$ cat src/rtl/cpu_state_dumper_pkg.sv
`default_nettype none
// ============================================================================
// Module      : cpu_dbg_pkg
// Description : Shared types and frame layout constants for the CPU state
//               dumper. The frame is a header word, four counter/PC words,
//               the register file and a window of data memory.
// Contents    : state_t FSM encoding, HDR_TAG, frame index bases, default
//               sizes and a frame-length helper.
// Revision    : 1.0 - initial release
// ============================================================================
package cpu_dbg_pkg;

  typedef enum logic [2:0] {
    IDLE = 3'd0,
    HDR  = 3'd1,
    CNT  = 3'd2,
    REG  = 3'd3,
    MEM  = 3'd4
  } state_t;

  localparam int         DEF_NUM_REGS  = 32;
  localparam int         DEF_MEM_WORDS = 8;
  localparam int         DEF_CNT_W     = 32;
  localparam logic [7:0] HDR_TAG       = 8'hA5;

  // Frame word index bases: 0 is the header, then cyc/stl/fls/pc.
  localparam int CNT_BASE  = 1;
  localparam int REG_BASE  = 5;
  localparam int MEM_BASE  = REG_BASE + DEF_NUM_REGS;
  localparam int FRAME_LEN = MEM_BASE + DEF_MEM_WORDS;

  function automatic int frame_len(input int nregs, input int mwords);
    return REG_BASE + nregs + mwords;
  endfunction

endpackage
`default_nettype wire

$ cat src/rtl/cpu_state_dumper_if.sv
`default_nettype none
// ============================================================================
// Module      : cpu_state_dumper_if
// Description : Bus bundle of the state dumper: the valid/ready trace link to
//               the off-chip sink plus the debug read ports into the register
//               file and data memory.
// Modports    : master - dumper side (drives tx_*_o, reg_addr_o, mem_addr_o)
//               slave  - sink / CPU side (drives tx_ready_i, *_data_i)
// Revision    : 1.0 - initial release
// ============================================================================
interface cpu_state_dumper_if;

  logic        tx_valid_o;
  logic        tx_ready_i;
  logic [31:0] tx_data_o;
  logic        tx_last_o;
  logic [4:0]  reg_addr_o;
  logic [31:0] reg_data_i;
  logic [31:0] mem_addr_o;
  logic [31:0] mem_data_i;

  modport master (
    output tx_valid_o, tx_data_o, tx_last_o, reg_addr_o, mem_addr_o,
    input  tx_ready_i, reg_data_i, mem_data_i
  );

  modport slave (
    input  tx_valid_o, tx_data_o, tx_last_o, reg_addr_o, mem_addr_o,
    output tx_ready_i, reg_data_i, mem_data_i
  );

endinterface
`default_nettype wire

$ cat src/rtl/cpu_state_dumper_dbg_event_counters.sv
`default_nettype none
// ============================================================================
// Module      : dbg_event_counters
// Description : Free-running cycle / stall / flush event counters (advance
//               only while the CPU runs) plus the snapshot latch that freezes
//               them and the PC when a frame is accepted. Snapshots are held
//               as 32-bit words, zero-extended or truncated from CNT_W.
// Ports       : clk, rst_n (async active-low), i_start, i_stall, i_flush,
//               i_pc, i_capture -> o_cyc_snap, o_stl_snap, o_fls_snap, o_pc_snap
// Revision    : 1.0 - initial release
// ============================================================================
module dbg_event_counters #(
  parameter int CNT_W = 32
) (
  input  wire logic        clk,
  input  wire logic        rst_n,
  input  wire logic        i_start,
  input  wire logic        i_stall,
  input  wire logic        i_flush,
  input  wire logic [31:0] i_pc,
  input  wire logic        i_capture,
  output logic      [31:0] o_cyc_snap,
  output logic      [31:0] o_stl_snap,
  output logic      [31:0] o_fls_snap,
  output logic      [31:0] o_pc_snap
);

  logic [CNT_W-1:0] r_cyc;
  logic [CNT_W-1:0] r_stl;
  logic [CNT_W-1:0] r_fls;
  logic [31:0]      r_cyc_snap;
  logic [31:0]      r_stl_snap;
  logic [31:0]      r_fls_snap;
  logic [31:0]      r_pc_snap;
  logic [31:0]      w_cyc32;
  logic [31:0]      w_stl32;
  logic [31:0]      w_fls32;

  generate
    if (CNT_W >= 32) begin : g_trunc
      assign w_cyc32 = r_cyc[31:0];
      assign w_stl32 = r_stl[31:0];
      assign w_fls32 = r_fls[31:0];
    end else begin : g_zext
      assign w_cyc32 = {{(32-CNT_W){1'b0}}, r_cyc};
      assign w_stl32 = {{(32-CNT_W){1'b0}}, r_stl};
      assign w_fls32 = {{(32-CNT_W){1'b0}}, r_fls};
    end
  endgenerate

  // The snapshot takes the counter values as they stand before this edge's
  // increment, so the frame reports the cycles completed prior to the request.
  always_ff @(posedge clk or negedge rst_n) begin
    if (!rst_n) begin
      r_cyc      <= '0;
      r_stl      <= '0;
      r_fls      <= '0;
      r_cyc_snap <= '0;
      r_stl_snap <= '0;
      r_fls_snap <= '0;
      r_pc_snap  <= '0;
    end else begin
      r_cyc <= r_cyc + CNT_W'(i_start);
      r_stl <= r_stl + CNT_W'(i_start & i_stall);
      r_fls <= r_fls + CNT_W'(i_start & i_flush);
      if (i_capture) begin
        r_cyc_snap <= w_cyc32;
        r_stl_snap <= w_stl32;
        r_fls_snap <= w_fls32;
        r_pc_snap  <= i_pc;
      end
    end
  end

  assign o_cyc_snap = r_cyc_snap;
  assign o_stl_snap = r_stl_snap;
  assign o_fls_snap = r_fls_snap;
  assign o_pc_snap  = r_pc_snap;

endmodule
`default_nettype wire

$ cat src/rtl/cpu_state_dumper.sv
`default_nettype none
// ============================================================================
// Module      : cpu_state_dumper
// Description : Streams one fixed-length CPU state frame (header, counters,
//               PC, x0..x(NUM_REGS-1), MEM_WORDS data words) per accepted
//               snapshot request over a valid/ready link. Registers and memory
//               are read live through debug ports while each word is loaded.
// Ports       : clk_i, rst_i (async active-low), start_i, stall_i, flush_i,
//               pc_i, snap_i, bus (master: tx link + debug read ports),
//               busy_o (frame in progress), overrun_o (sticky dropped snap)
// Revision    : 1.0 - initial release
// ============================================================================
module cpu_state_dumper #(
  parameter int         NUM_REGS  = cpu_dbg_pkg::DEF_NUM_REGS,
  parameter int         MEM_WORDS = cpu_dbg_pkg::DEF_MEM_WORDS,
  parameter int         CNT_W     = cpu_dbg_pkg::DEF_CNT_W,
  parameter logic [7:0] HDR_TAG   = cpu_dbg_pkg::HDR_TAG
) (
  input  wire logic        clk_i,
  input  wire logic        rst_i,
  input  wire logic        start_i,
  input  wire logic        stall_i,
  input  wire logic        flush_i,
  input  wire logic [31:0] pc_i,
  input  wire logic        snap_i,
  cpu_state_dumper_if.master bus,
  output logic             busy_o,
  output logic             overrun_o
);

  import cpu_dbg_pkg::*;

  localparam int c_MEM_BASE  = REG_BASE + NUM_REGS;
  localparam int c_FRAME_LEN = frame_len(NUM_REGS, MEM_WORDS);
  localparam int c_K_W       = $clog2(c_FRAME_LEN + 1);

  localparam logic [c_K_W-1:0] c_K_ONE      = c_K_W'(1);
  localparam logic [c_K_W-1:0] c_K_CYC      = c_K_W'(CNT_BASE);
  localparam logic [c_K_W-1:0] c_K_STL      = c_K_W'(CNT_BASE + 1);
  localparam logic [c_K_W-1:0] c_K_FLS      = c_K_W'(CNT_BASE + 2);
  localparam logic [c_K_W-1:0] c_K_PC       = c_K_W'(CNT_BASE + 3);
  localparam logic [c_K_W-1:0] c_K_REG      = c_K_W'(REG_BASE);
  localparam logic [c_K_W-1:0] c_K_REG_LAST = c_K_W'(c_MEM_BASE - 1);
  localparam logic [c_K_W-1:0] c_K_MEM      = c_K_W'(c_MEM_BASE);
  localparam logic [c_K_W-1:0] c_K_MEM_LAST = c_K_W'(c_FRAME_LEN - 1);
  localparam logic [c_K_W-1:0] c_K_END      = c_K_W'(c_FRAME_LEN);
  localparam logic [7:0]       c_LEN_BYTE   = 8'(c_FRAME_LEN);

  state_t           r_state;
  logic [c_K_W-1:0] r_k;
  logic             r_valid;
  logic             r_last;
  logic [31:0]      r_data;
  logic             r_busy;
  logic             r_overrun;

  logic             w_accept;
  logic             w_load;
  logic [31:0]      w_word;
  logic [31:0]      w_cyc_snap;
  logic [31:0]      w_stl_snap;
  logic [31:0]      w_fls_snap;
  logic [31:0]      w_pc_snap;

  assign w_accept = (r_state == IDLE) && snap_i;
  // The output register may take a new word whenever it is empty or its
  // current word is being consumed this cycle.
  assign w_load   = !r_valid || bus.tx_ready_i;

  dbg_event_counters #(
    .CNT_W (CNT_W)
  ) u_counters (
    .clk        (clk_i),
    .rst_n      (rst_i),
    .i_start    (start_i),
    .i_stall    (stall_i),
    .i_flush    (flush_i),
    .i_pc       (pc_i),
    .i_capture  (w_accept),
    .o_cyc_snap (w_cyc_snap),
    .o_stl_snap (w_stl_snap),
    .o_fls_snap (w_fls_snap),
    .o_pc_snap  (w_pc_snap)
  );

  // r_k always names the next word to load, so the debug addresses point at
  // it for as long as the load is held off by back-pressure.
  assign bus.reg_addr_o = (r_state == REG) ? 5'(r_k - c_K_REG) : 5'd0;
  assign bus.mem_addr_o = (r_state == MEM && r_k != c_K_END) ?
                          (32'(r_k - c_K_MEM) << 2) : 32'd0;

  always_comb begin
    w_word = 32'd0;
    case (r_state)
      HDR: w_word = {HDR_TAG, c_LEN_BYTE, w_cyc_snap[15:0]};
      CNT: begin
        if (r_k == c_K_CYC)      w_word = w_cyc_snap;
        else if (r_k == c_K_STL) w_word = w_stl_snap;
        else if (r_k == c_K_FLS) w_word = w_fls_snap;
        else                     w_word = w_pc_snap;
      end
      REG:     w_word = bus.reg_data_i;
      MEM:     w_word = bus.mem_data_i;
      default: w_word = 32'd0;
    endcase
  end

  always_ff @(posedge clk_i or negedge rst_i) begin
    if (!rst_i) begin
      r_state   <= IDLE;
      r_k       <= '0;
      r_valid   <= 1'b0;
      r_last    <= 1'b0;
      r_data    <= '0;
      r_busy    <= 1'b0;
      r_overrun <= 1'b0;
    end else begin
      if (snap_i && r_busy) begin
        r_overrun <= 1'b1;
      end
      case (r_state)
        IDLE: begin
          if (snap_i) begin
            r_state <= HDR;
            r_busy  <= 1'b1;
            r_k     <= '0;
          end
        end
        HDR: begin
          if (w_load) begin
            r_data  <= w_word;
            r_valid <= 1'b1;
            r_k     <= c_K_CYC;
            r_state <= CNT;
          end
        end
        CNT: begin
          if (w_load) begin
            r_data  <= w_word;
            r_valid <= 1'b1;
            r_k     <= r_k + c_K_ONE;
            if (r_k == c_K_PC) begin
              r_state <= REG;
            end
          end
        end
        REG: begin
          if (w_load) begin
            r_data  <= w_word;
            r_valid <= 1'b1;
            r_k     <= r_k + c_K_ONE;
            if (r_k == c_K_REG_LAST) begin
              r_state <= MEM;
            end
          end
        end
        MEM: begin
          if (r_k == c_K_END) begin
            // Last word is on the link; close the frame once it is taken.
            if (bus.tx_ready_i) begin
              r_valid <= 1'b0;
              r_last  <= 1'b0;
              r_busy  <= 1'b0;
              r_k     <= '0;
              r_state <= IDLE;
            end
          end else if (w_load) begin
            r_data  <= w_word;
            r_valid <= 1'b1;
            r_k     <= r_k + c_K_ONE;
            if (r_k == c_K_MEM_LAST) begin
              r_last <= 1'b1;
            end
          end
        end
        default: r_state <= IDLE;
      endcase
    end
  end

  assign bus.tx_valid_o = r_valid;
  assign bus.tx_data_o  = r_data;
  assign bus.tx_last_o  = r_last;
  assign busy_o         = r_busy;
  assign overrun_o      = r_overrun;

endmodule
`default_nettype wire

$ cat src/flat_wrapper.sv
// flat-port wrapper written by rule: the top's interface ports become plain ports
module cpu_state_dumper_flat import cpu_dbg_pkg::*;
#(
  parameter int         NUM_REGS  = cpu_dbg_pkg::DEF_NUM_REGS,
  parameter int         MEM_WORDS = cpu_dbg_pkg::DEF_MEM_WORDS,
  parameter int         CNT_W     = cpu_dbg_pkg::DEF_CNT_W,
  parameter logic [7:0] HDR_TAG   = cpu_dbg_pkg::HDR_TAG
)
  (clk_i, rst_i, start_i, stall_i, flush_i, pc_i, snap_i, busy_o, overrun_o, bus_tx_valid_o, bus_tx_data_o, bus_tx_last_o, bus_reg_addr_o, bus_mem_addr_o, bus_tx_ready_i, bus_reg_data_i, bus_mem_data_i);
  cpu_state_dumper_if bus_i ();
  input  wire logic clk_i;
  input  wire logic rst_i;
  input  wire logic start_i;
  input  wire logic stall_i;
  input  wire logic flush_i;
  input  wire logic [31:0] pc_i;
  input  wire logic snap_i;
  output logic busy_o;
  output logic overrun_o;
  output wire logic [$bits(bus_i.tx_valid_o)-1:0] bus_tx_valid_o;
  output wire logic [$bits(bus_i.tx_data_o)-1:0] bus_tx_data_o;
  output wire logic [$bits(bus_i.tx_last_o)-1:0] bus_tx_last_o;
  output wire logic [$bits(bus_i.reg_addr_o)-1:0] bus_reg_addr_o;
  output wire logic [$bits(bus_i.mem_addr_o)-1:0] bus_mem_addr_o;
  input wire logic [$bits(bus_i.tx_ready_i)-1:0] bus_tx_ready_i;
  input wire logic [$bits(bus_i.reg_data_i)-1:0] bus_reg_data_i;
  input wire logic [$bits(bus_i.mem_data_i)-1:0] bus_mem_data_i;
  assign bus_tx_valid_o = bus_i.tx_valid_o;
  assign bus_tx_data_o = bus_i.tx_data_o;
  assign bus_tx_last_o = bus_i.tx_last_o;
  assign bus_reg_addr_o = bus_i.reg_addr_o;
  assign bus_mem_addr_o = bus_i.mem_addr_o;
  assign bus_i.tx_ready_i = bus_tx_ready_i;
  assign bus_i.reg_data_i = bus_reg_data_i;
  assign bus_i.mem_data_i = bus_mem_data_i;
  cpu_state_dumper #(.NUM_REGS(NUM_REGS), .MEM_WORDS(MEM_WORDS), .CNT_W(CNT_W), .HDR_TAG(HDR_TAG)) u_core (.clk_i(clk_i), .rst_i(rst_i), .start_i(start_i), .stall_i(stall_i), .flush_i(flush_i), .pc_i(pc_i), .snap_i(snap_i), .bus(bus_i), .busy_o(busy_o), .overrun_o(overrun_o));
endmodule
$ cat config.mk
export PLATFORM = sky130hd
export DESIGN_NAME = cpu_state_dumper_flat
export DESIGN_NICKNAME = d
export VERILOG_FILES = /design/src/rtl/cpu_state_dumper_pkg.sv /design/src/rtl/cpu_state_dumper_if.sv /design/src/rtl/cpu_state_dumper_dbg_event_counters.sv /design/src/rtl/cpu_state_dumper.sv /design/src/flat_wrapper.sv
export SDC_FILE = /design/constraint.sdc
export NUM_CORES = 1
export LEC_CHECK = 0
export CAP_MARGIN = 20
export CORE_ASPECT_RATIO = 1.1
export CORE_UTILIZATION = 60
export DETAILED_ROUTE_END_ITERATION = 7
export PLACE_DENSITY = 0.86
export SKIP_CTS_REPAIR_TIMING = 1
export SYNTH_ARGS = -nofsm -noshare
export SYNTH_HDL_FRONTEND = slang
export SYNTH_HIERARCHICAL = 1
export SYNTH_SLANG_ARGS = --single-unit
export TNS_END_PERCENT = 100
$ cat constraint.sdc
create_clock -name clk_i -period 5.35 [get_ports clk_i]
set_input_delay 1.07 -clock clk_i [delete_from_list [all_inputs] [get_ports clk_i]]
set_output_delay 1.07 -clock clk_i [all_outputs]
set_load 0.05 [all_outputs]
Yosys cells after proc, flatten, opt, wreduce, memory -nomap -nowiden

Index checks and enable logic that the tools add are counted.

Add/subtract/negate cells: 6
Equality and inequality tests: 23
Multiplexer cells: 34
Bitwise logic cells: 2
Reduce and logical (&&, ||, !) cells: 19

Operators with widths:

| operator            | count |
|---|---|
| $mux 32             | 6 |
| $add 32x1->32       | 3 |
| $pmux 32 s3         | 1 |
| $pmux 32 s2         | 1 |
| $mux 6              | 5 |
| $mux 3              | 8 |
| $pmux 6 s4          | 1 |
| $eq 6x6->1 const B  | 3 |
| $pmux 3 s5          | 1 |
| $eq 6x2->1 const B  | 2 |
| $ne 2x2->1 const B  | 6 |
| $reduce_and 4->1    | 3 |
| $mux 1              | 8 |
| $ne 2x1->1 const B  | 4 |
| $reduce_and 8->1    | 1 |
| $reduce_bool 2->1   | 4 |
| $sub 6x6->7 const B | 1 |
| $add 6x1->6 const B | 1 |
| $eq 3x2->1 const B  | 2 |
| $eq 6x1->1 const B  | 1 |
| $eq 6x3->1 const B  | 1 |
| $ne 6x6->1 const B  | 1 |
| $mux 5              | 1 |
| $sub 5x3->5 const B | 1 |
| 13 further kinds    | 18 |

Flip-flop bits (word level): 269
Input bits: 103
Output and inout port bits: 73
Logic and storage cells: 98

Longest topological paths before layout

Gate-level depths: netlist (run 1).

Depth in word-level cells: 8
Depth in mapped cells: 9
Gate-level depth less buffers: 7

Cells and area by module

Netlist (run 1), hierarchy kept.

By module, submodules not included:

| module             | times used | cells each | area an instance (µm²) | sequential area each (µm²) |
|---|---|---|---|---|
| dbg_event_counters | 1          | 631        | 9054.9                 | 5605.4 |
| cpu_state_dumper   | 1          | 528        | 4032.6                 | 1126.1 |

Worst setup path before layout (run 1)

OpenSTA, ideal clock, no wires.

Kind: reg-to-output
Start point: register u_core.r_k[1]
End point: output bus_mem_addr_o[10]
Data arrival time: 3287 ps
Setup slack: 993 ps
Cell stages (with the launch flop): 8
Buffers on the path: 2
Cell sequence: dfrtp_1 > inv_1 > ha_1 > buf_2 > and2_1 > nand2b_1 > a21oi_1 > buf_4

Cells in the longest elaborated chain, start to end: 3

Ends and longest elaborated chain:

| element                                             | RTL line                | source |
|---|---|---|
| start: declaration                                  | cpu_state_dumper.sv:50  | `logic [c_K_W-1:0] r_k;` |
| start signal: assignment                            | cpu_state_dumper.sv:133 | `r_k <= c_K_CYC;` |
| start signal: assignment                            | cpu_state_dumper.sv:141 | `r_k <= r_k + c_K_ONE;` |
| start signal: assignment                            | cpu_state_dumper.sv:151 | `r_k <= r_k + c_K_ONE;` |
| branches (longest 2 deep; another with $sub 6x6->7) | n/a                     |  |
| $mux 32 (*)                                         | cpu_state_dumper.sv:89  | `assign bus.mem_addr_o = (r_state == MEM && r_k != c_K_END) ?` |
| end: declaration                                    | flat_wrapper.sv:24      | `output wire logic [$bits(bus_i.mem_addr_o)-1:0] bus_mem_addr_o;` |

Mark *: on every way between the ends.

Worst setup path in the final report (run 1)

Start point: register u_core.r_state[0]
End point: output bus_mem_addr_o[2]

Cells in the longest elaborated chain, start to end: 3

Ends and longest elaborated chain:

| element                  | RTL line                | source |
|---|---|---|
| start: declaration       | cpu_state_dumper.sv:49  | `state_t r_state;` |
| start signal: assignment | cpu_state_dumper.sv:110 | `r_state <= IDLE;` |
| start signal: assignment | cpu_state_dumper.sv:124 | `r_state <= HDR;` |
| start signal: assignment | cpu_state_dumper.sv:134 | `r_state <= CNT;` |
| $eq 3x3->1               | cpu_state_dumper.sv:89  |  |
| $logic_and 1x1->1        | cpu_state_dumper.sv:89  |  |
| $mux 32                  | cpu_state_dumper.sv:89  |  |

Every way passes these cells.

==> impl_results.rst, run 1 <==
.. list-table::
   :header-rows: 1

   * - Metric
     - Value
   * - Outcome
     - complete, no violations
   * - Leakage
     - 6.97 nW
   * - RR Startpoint
     - u_core/r_k[0]
   * - HP Class
     - flop to flop
   * - # Max-Cap Violations
     - 0
   * - Grt ovf
     - 0
   * - Clk_lat worst skew
     - 540 ps
   * - Final setup violation count
     - 0
   * - Power per Cell Area
     - 509 nW/um2
   * - Worst setup slack before clock tree synthesis
     - 1340 ps
   * - Final critical delay including setup and external delays
     - 4610 ps
   * - Critical path required time
     - 4280 ps
   * - Slew at the pin closest to its max-slew limit
     - 1150 ps
   * - Die Span X
     - 143 um
   * - Synth cell types
     - 61
   * - Crit path from
     - u_core/r_state[0]
   * - Average footprint of a synthesized cell
     - 11.3 um2
   * - Synthesized netlist cell count
     - 1,159
   * - Highest metal used
     - met4
   * - Achievable frequency
     - 0.217 GHz
   * - Global-route wire length before repair
     - 54,500 um
   * - GP Congestion
     - 0.927
   * - Worst-case clock buffer depth
     - 3
   * - Critical Setup Path Class
     - flop to output pin
   * - Initial standard-cell utilization of the core
     - 61.2%
   * - Met3 Wirelength
     - 2260 um
   * - Headroom to the max-slew limit
     - 23.1%
   * - H-tree depth
     - 1
   * - Cell Rows
     - 56
   * - Post-synth top flop
     - sky130_fd_sc_hd__dfrtp_1
   * - I/O pin count
     - 176
   * - Via count of the first global-routing pass
     - 10.1k
   * - Half-perimeter wire length of the detailed placement result
     - 23,700 um
   * - Clock Tree Root
     - sky130_fd_sc_hd__clkbuf_16
   * - Power Total
     - 8.10 mW
   * - Synth Warn #
     - 6
   * - Final ANT Viol Nets
     - 0
   * - Number of flops mapped to enable cells by yosys
     - 0
   * - Total CTS buffers
     - 27
   * - Final worst path period share
     - 86.1%
   * - Final hold violation count
     - 0
   * - Detailed-routing wirelength on met1
     - 13,300 um
   * - Clock slew at reported path FFs
     - 60 ps
   * - Drt total wl
     - 34,900 um
   * - Total core area
     - 21,400 um2
   * - Met2 Wirelength
     - 16,800 um
   * - Number of DRC markers in iteration 0
     - 935
   * - Largest net degree at the start of global routing
     - 130
   * - Startpoint kind of the worst setup timing path
     - flop
   * - Sequential share of the synthesized area
     - 51.4%
   * - Number of buffer cells added on primary ports
     - 173
   * - Total of flip-flops plus latches after synthesis
     - 269
   * - Global-route usage over all layers
     - 31.8%
   * - Number of detailed-route iterations in the first pass
     - 6
   * - Hold Crit Start
     - u_core/overrun_o
   * - RSZ-0062 raised after global routing
     - false
   * - Arrival time at the worst endpoint
     - 3540 ps
   * - Mean number of vias per cell
     - 6.39
   * - Critical path endpoint category
     - output pin
   * - Die Area
     - 22,400 um2
   * - Worst Slack Setup Final
     - 742 ps
   * - IR drop worst, VDD
     - 0.000487 V
   * - Final Max Slew Viols
     - 0
   * - Total inserted antenna cells
     - 0
   * - Fraction of final layout cells with drive strength greater than 1
     - 18.2%
   * - Setup TNS
     - 0 ps
   * - Slack of the worst reg-to-reg path
     - 2330 ps
   * - CTS tree
     - built
   * - Growth of design area from synthesis to finish
     - 21.7%
   * - Average detailed-routed wire length per instance
     - 22.1 um
   * - Clock Sinks
     - 269
   * - Max FO, Critical Path
     - 20
   * - Die Y-Extent
     - 157 um
   * - Antenna violations before repair
     - 0
   * - Post-synthesis instance area
     - 13,100 um2
   * - Worst clock skew
     - 12.5 ps
   * - Post-layout net count
     - 1,390
   * - Share of flip-flops with an asynchronous set or reset after synthesis
     - 100%
   * - Via count
     - 10.1k
   * - Total DRC errors in the routed layout
     - 0
[cells in the final DEF, fill, tap and decap left out, types with 8 or more instances in the layout]
cell,synthesis,final
sky130_fd_sc_hd__nor3_1,14,14
sky130_fd_sc_hd__and2_1,11,11
sky130_fd_sc_hd__o32a_1,9,9
sky130_fd_sc_hd__inv_1,8,8
sky130_fd_sc_hd__nor2_1,42,42
sky130_fd_sc_hd__a21oi_1,62,62
sky130_fd_sc_hd__buf_12,0,27
sky130_fd_sc_hd__nand3_1,53,53
sky130_fd_sc_hd__and4_1,18,18
sky130_fd_sc_hd__a21o_1,14,14
sky130_fd_sc_hd__a31oi_1,24,24
sky130_fd_sc_hd__nand4_1,34,34
sky130_fd_sc_hd__a22oi_1,9,9
sky130_fd_sc_hd__o21ai_1,26,26
sky130_fd_sc_hd__clkbuf_16,0,27
sky130_fd_sc_hd__o22a_1,8,8
sky130_fd_sc_hd__xnor2_1,80,80
sky130_fd_sc_hd__dfrtp_1,269,269
sky130_fd_sc_hd__clkdlybuf4s50_1,0,148
sky130_fd_sc_hd__xor2_1,19,19
sky130_fd_sc_hd__a221oi_1,16,16
sky130_fd_sc_hd__nand2_1,113,113
sky130_fd_sc_hd__mux2_2,128,128
sky130_fd_sc_hd__ha_1,12,12
sky130_fd_sc_hd__and3_1,14,14
[power by group]
part | switching, mW | internal (mW)
Clock | 0.788 | 1.21
Combinational | 2.00 | 1.22
Sequential | 0.435 | 2.45
Total | 3.22 | 4.88
[registers in the layout, summed over array words and instances (netlist names)]
signal                        cells
u_core/u_counters/o_fls_snap     32
u_core/overrun_o                  1
u_core/u_counters/o_pc_snap      32
u_core/r_k                        6
u_core/u_counters/r_stl          32
u_core/u_counters/o_stl_snap     32
u_core/bus.tx_data_o             32
u_core/u_counters/o_cyc_snap     32
u_core/r_state                    3
u_core/bus.tx_last_o              1
u_core/bus.tx_valid_o             1
u_core/busy_o                     1
u_core/u_counters/r_fls          32
u_core/u_counters/r_cyc          32
[worst max-delay path: stages, from the launching register on]
cell and delay [ps]:
sky130_fd_sc_hd__dfrtp_1 500, sky130_fd_sc_hd__nor2_1 160, sky130_fd_sc_hd__buf_4 280, sky130_fd_sc_hd__and2_1 600, sky130_fd_sc_hd__nand2b_1 340, sky130_fd_sc_hd__nor2_1 270, sky130_fd_sc_hd__clkdlybuf4s50_1 850
[worst paths after layout]
kind | endpoint | cells after the start
setup reg to reg | u_core/bus.tx_data_o[27] | 6
hold reg to reg | u_core/overrun_o | 1
setup / recovery | bus_mem_addr_o[2] | 6
max in group asynchronous | u_core/u_counters/o_cyc_snap[27] | 2
min in group asynchronous | u_core/u_counters/o_pc_snap[6] | 1
hold / removal | u_core/overrun_o | 1
[through the flow]
stage	area, um2	util [%]	hold slack (ps)	instances
after floorplan	13100	-	440	1160
after global placement	14900	69.9	438	1534
after detailed placement	14900	69.9	447	1534
after CTS	15900	74.3	461	1581
after global routing	15900	74.5	488	1583
final	15900	74.5	460	1583
[synthesized netlist by cell type (all sizes together) (19+ instances only)]
cell,instances,area (um2)
xor2,19,166
dfrtp,269,6730
nor2,42,158
clkbuf,26,98.8
a21oi,63,327
nand2,115,437
nand3,53,265
o21ai,33,165
nand4,36,255
xnor2,80,701
a31oi,24,150
buf,70,482
mux2,128,1440
[logic make-up after synthesis]
kind of cell / synth area share (%)
AO/OA/AOI/OAI: 10.8
XOR/XNOR: 6.63
multiplexers: 11.2
other: 0.0287
AND/OR/NAND/NOR: 14.1
adder cells (fa/ha/maj): 1.15
flip-flops: 51.4
buffers and inverters: 4.67
[routing by layer]
| layer | vias up | global-route usage, % |
|---|---|---|
| met4 | 0 | 22.8 |
| met3 | 136 | 4.78 |
| li1 | 4408 | - |
| met5 | - | 0 |
| met2 | 515 | 51.2 |
| met1 | 5056 | 39.3 |
[cell type report]
type	count	area [um2]
clock inverter	11	165
sequential	269	6730
fill	1348	5450
multi-input combinational	787	5750
tap	290	363
inverter	8	30.0
clock buffer	36	779
timing repair buffer	182	2100
Power figures use the tool's default switching activity.
==> inputs of run 2 (changes only) <==
--- a/config.mk
+++ b/config.mk
@@ -11,6 +11,7 @@
 export DETAILED_ROUTE_END_ITERATION = 7
 export PLACE_DENSITY = 0.86
 export SKIP_CTS_REPAIR_TIMING = 1
+export SLEW_MARGIN = 10
 export SYNTH_ARGS = -nofsm -noshare
 export SYNTH_HDL_FRONTEND = slang
 export SYNTH_HIERARCHICAL = 1
==> run 2 against run 1 <==
  * Total power fell by 0.13%
  * Utilization fell by 0.058 points
  * Non-clock buffer count did not move
  * Via count barely moved
  * First-iteration DRC count fell by 7.7%
  * Clock skew rose by 0.74 ps
  * Final area barely moved
  * Die area did not move
  * Highest routed layer unchanged
==> impl_results.rst, run 2 (synthesis gave the netlist of run 1 again) <==
.. list-table::
   :header-rows: 1

   * - Metric
     - Value
   * - Average detailed-routed wire length per instance
     - 22.1 um (about the same)
   * - Slew at the pin closest to its max-slew limit
     - 1160 ps (+3.83 ps)
   * - IR drop worst, VDD
     - 0.000485 V (-0.37%)
   * - Number of detailed-route iterations in the first pass
     - 8 (+2)
   * - Mean number of vias per cell
     - 6.40 (about the same)
   * - Global-route wire length before repair
     - 54,500 um (unchanged)
   * - Worst clock skew
     - 13.3 ps (+0.743 ps)
   * - Startpoint kind of the worst setup timing path
     - flop
   * - Net switching power of the design
     - 3.22 mW (about the same)
   * - Hold slack final
     - 460 ps (-0.167 ps)
   * - Headroom to the max-slew limit
     - 22.8% (-0.26 points)
   * - Initial standard-cell utilization of the core
     - 61.2% (unchanged)
   * - Grt ovf
     - 0 (unchanged)
   * - Clock Sinks
     - 269 (unchanged)
   * - Crit-path slowest cell
     - sky130_fd_sc_hd__clkdlybuf4s50_1
   * - Outcome
     - complete, no violations
   * - Total core area
     - 21,400 um2 (unchanged)
   * - Critical path cell sequence
     - nor2_1 > buf_4 > and2_1 > nand2b_1 > nor2_1 > clkdlybuf4s50_1
   * - Combinational fraction of design power
     - 39.7% (about the same)
   * - Die Y-Extent
     - 157 um (unchanged)
   * - Top library cells by usage in the layout, fill and taps aside
     - sky130_fd_sc_hd__dfrtp_1 (269), sky130_fd_sc_hd__clkdlybuf4s50_1 (148), sky130_fd_sc_hd__mux2_2 (128), sky130_fd_sc_hd__nand2_1 (113), sky130_fd_sc_hd__xnor2_1 (80)
   * - Int Power
     - 4.88 mW (-0.17%)
   * - Final worst path period share
     - 86.0% (-0.17 points)
   * - Post-layout net count
     - 1,390 (unchanged)
   * - Critical path endpoint category
     - output pin
   * - Cells on worst reg2reg path
     - 6 (unchanged)
   * - RSZ-0062 raised after global routing
     - false
   * - Growth of design area from synthesis to finish
     - 21.6% (about the same)
   * - Reg power frac
     - 35.6% (about the same)
   * - Arrival time at the worst endpoint
     - 3530 ps (about the same)
   * - Clk_lat worst skew
     - 540 ps (about the same)
   * - Via count of the first global-routing pass
     - 10.1k (unchanged)
   * - Fraction of final layout cells with drive strength greater than 1
     - 18.2% (unchanged)
   * - # Max-Cap Violations
     - 0 (unchanged)
   * - Final ANT Viol Nets
     - 0 (unchanged)
   * - Number of buffer cells added on primary ports
     - 173 (unchanged)
   * - Largest net degree at the start of global routing
     - 130 (unchanged)
   * - Clock slew at reported path FFs
     - 60 ps (about the same)
   * - Leakage
     - 6.97 nW (about the same)
   * - Total CTS buffers
     - 27 (unchanged)
   * - HP Class
     - flop to flop
   * - Achievable frequency
     - 0.217 GHz (+0.19%)
   * - I/O pin count
     - 176 (unchanged)
   * - Share of total power in the clock network
     - 24.7% (about the same)
   * - Power per Cell Area
     - 509 nW/um2 (about the same)
   * - Die Span X
     - 143 um (unchanged)
   * - Final setup violation count
     - 0 (unchanged)
   * - Switching portion of total power
     - 39.8% (about the same)
   * - Die Area
     - 22,400 um2 (unchanged)
   * - Critical Setup Path Class
     - flop to output pin
   * - Critical path required time
     - 4280 ps (about the same)
   * - Worst hold path stage count
     - 1 (unchanged)
   * - H-tree depth
     - 1 (unchanged)
   * - Crit path largest cell delay
     - 850 ps (about the same)
   * - Half-perimeter wire length of the detailed placement result
     - 23,700 um (unchanged)
   * - Via count
     - 10.1k (+0.099%)
   * - Global-route usage over all layers
     - 31.8% (unchanged)
   * - Cell Rows
     - 56 (unchanged)
   * - Clock Tree Root
     - sky130_fd_sc_hd__clkbuf_16
   * - GP Congestion
     - 0.927 (unchanged)
   * - Library cell appearing most often on the critical path
     - sky130_fd_sc_hd__nor2_1
   * - Final critical delay including setup and external delays
     - 4600 ps (-8.85 ps)
   * - Most common cell after layout, fill and taps aside
     - sky130_fd_sc_hd__dfrtp_1
   * - CTS tree
     - built
   * - Worst-case clock buffer depth
     - 3 (unchanged)
   * - Max FO, Critical Path
     - 20 (unchanged)
   * - Number of DRC markers in iteration 0
     - 863 (-7.7%)
   * - Total DRC errors in the routed layout
     - 0 (unchanged)
   * - Setup TNS
     - 0 ps (unchanged)
   * - Final hold violation count
     - 0 (unchanged)
   * - Final Max Slew Viols
     - 0 (unchanged)
   * - Antenna violations before repair
     - 0 (unchanged)
   * - Total inserted antenna cells
     - 0 (unchanged)
   * - Drt total wl
     - 34,900 um (about the same)
run 2: cell counts in the layout (fill, tap and decap cells not counted):
Identical to the previous run, type by type.
run 2: final timing paths:
path	start	to	slack, ps
setup / recovery	u_core/r_state[0]	bus_mem_addr_o[2]	750
hold / removal	u_core/overrun_o	u_core/overrun_o	460
setup reg to reg	u_core/r_k[0]	u_core/bus.tx_data_o[27]	2280
hold reg to reg	u_core/overrun_o	u_core/overrun_o	460
max in group asynchronous	rst_i	u_core/u_counters/o_cyc_snap[27]	3560
min in group asynchronous	rst_i	u_core/u_counters/o_pc_snap[6]	620
run 2: per-layer routing:
layer	vias up	GRT usage (%)	share of wire, %
met4	0	22.8	7.5
met5	-	0	0
met1	5066	39.3	38
met3	147	4.78	6.6
met2	516	51.2	48
li1	4396	-	-
run 2: worst max-delay path, delay by kind of cell (launching register included):
family	cells	cell delay [ps]
buf+inv	2	1130
flops	1	510
simple gates	4	1360
run 2: through the flow:
| step | instances | util, % | power [mW] | setup slack (ps) | area (um2) |
|---|---|---|---|---|---|
| 2_1_floorplan | 1160 | - | 5.00 | 993 | 13100 |
| 3_3_place_gp | 1534 | 69.9 | 5.91 | 1410 | 14900 |
| 3_5_place_dp | 1534 | 69.9 | 6.02 | 1340 | 14900 |
| 4_1_cts | 1581 | 74.3 | 8.04 | 764 | 15900 |
| 5_1_grt | 1583 | 74.5 | 8.41 | 542 | 15900 |
| 6_report | 1583 | 74.5 | 8.09 | 751 | 15900 |
run 2: area by class of cell:
type	count	area, um2
Tap cell	290	363
Inverter	8	30.0
Timing Repair Buffer	182	2090
Fill cell	1356	5460
Multi-Input combinational cell	787	5750
Clock inverter	11	165
Sequential cell	269	6730
Clock buffer	36	779
run 2: power groups by stage:
stage               clock [mW]  combinational (mW)  sequential [mW]
floorplan                    0                1.87             3.13
global placement             0                3.04             2.87
detailed placement           0                3.13             2.89
CTS                       2.02                3.16             2.86
global route              2.10                3.39             2.92
finish                    2.00                3.21             2.88
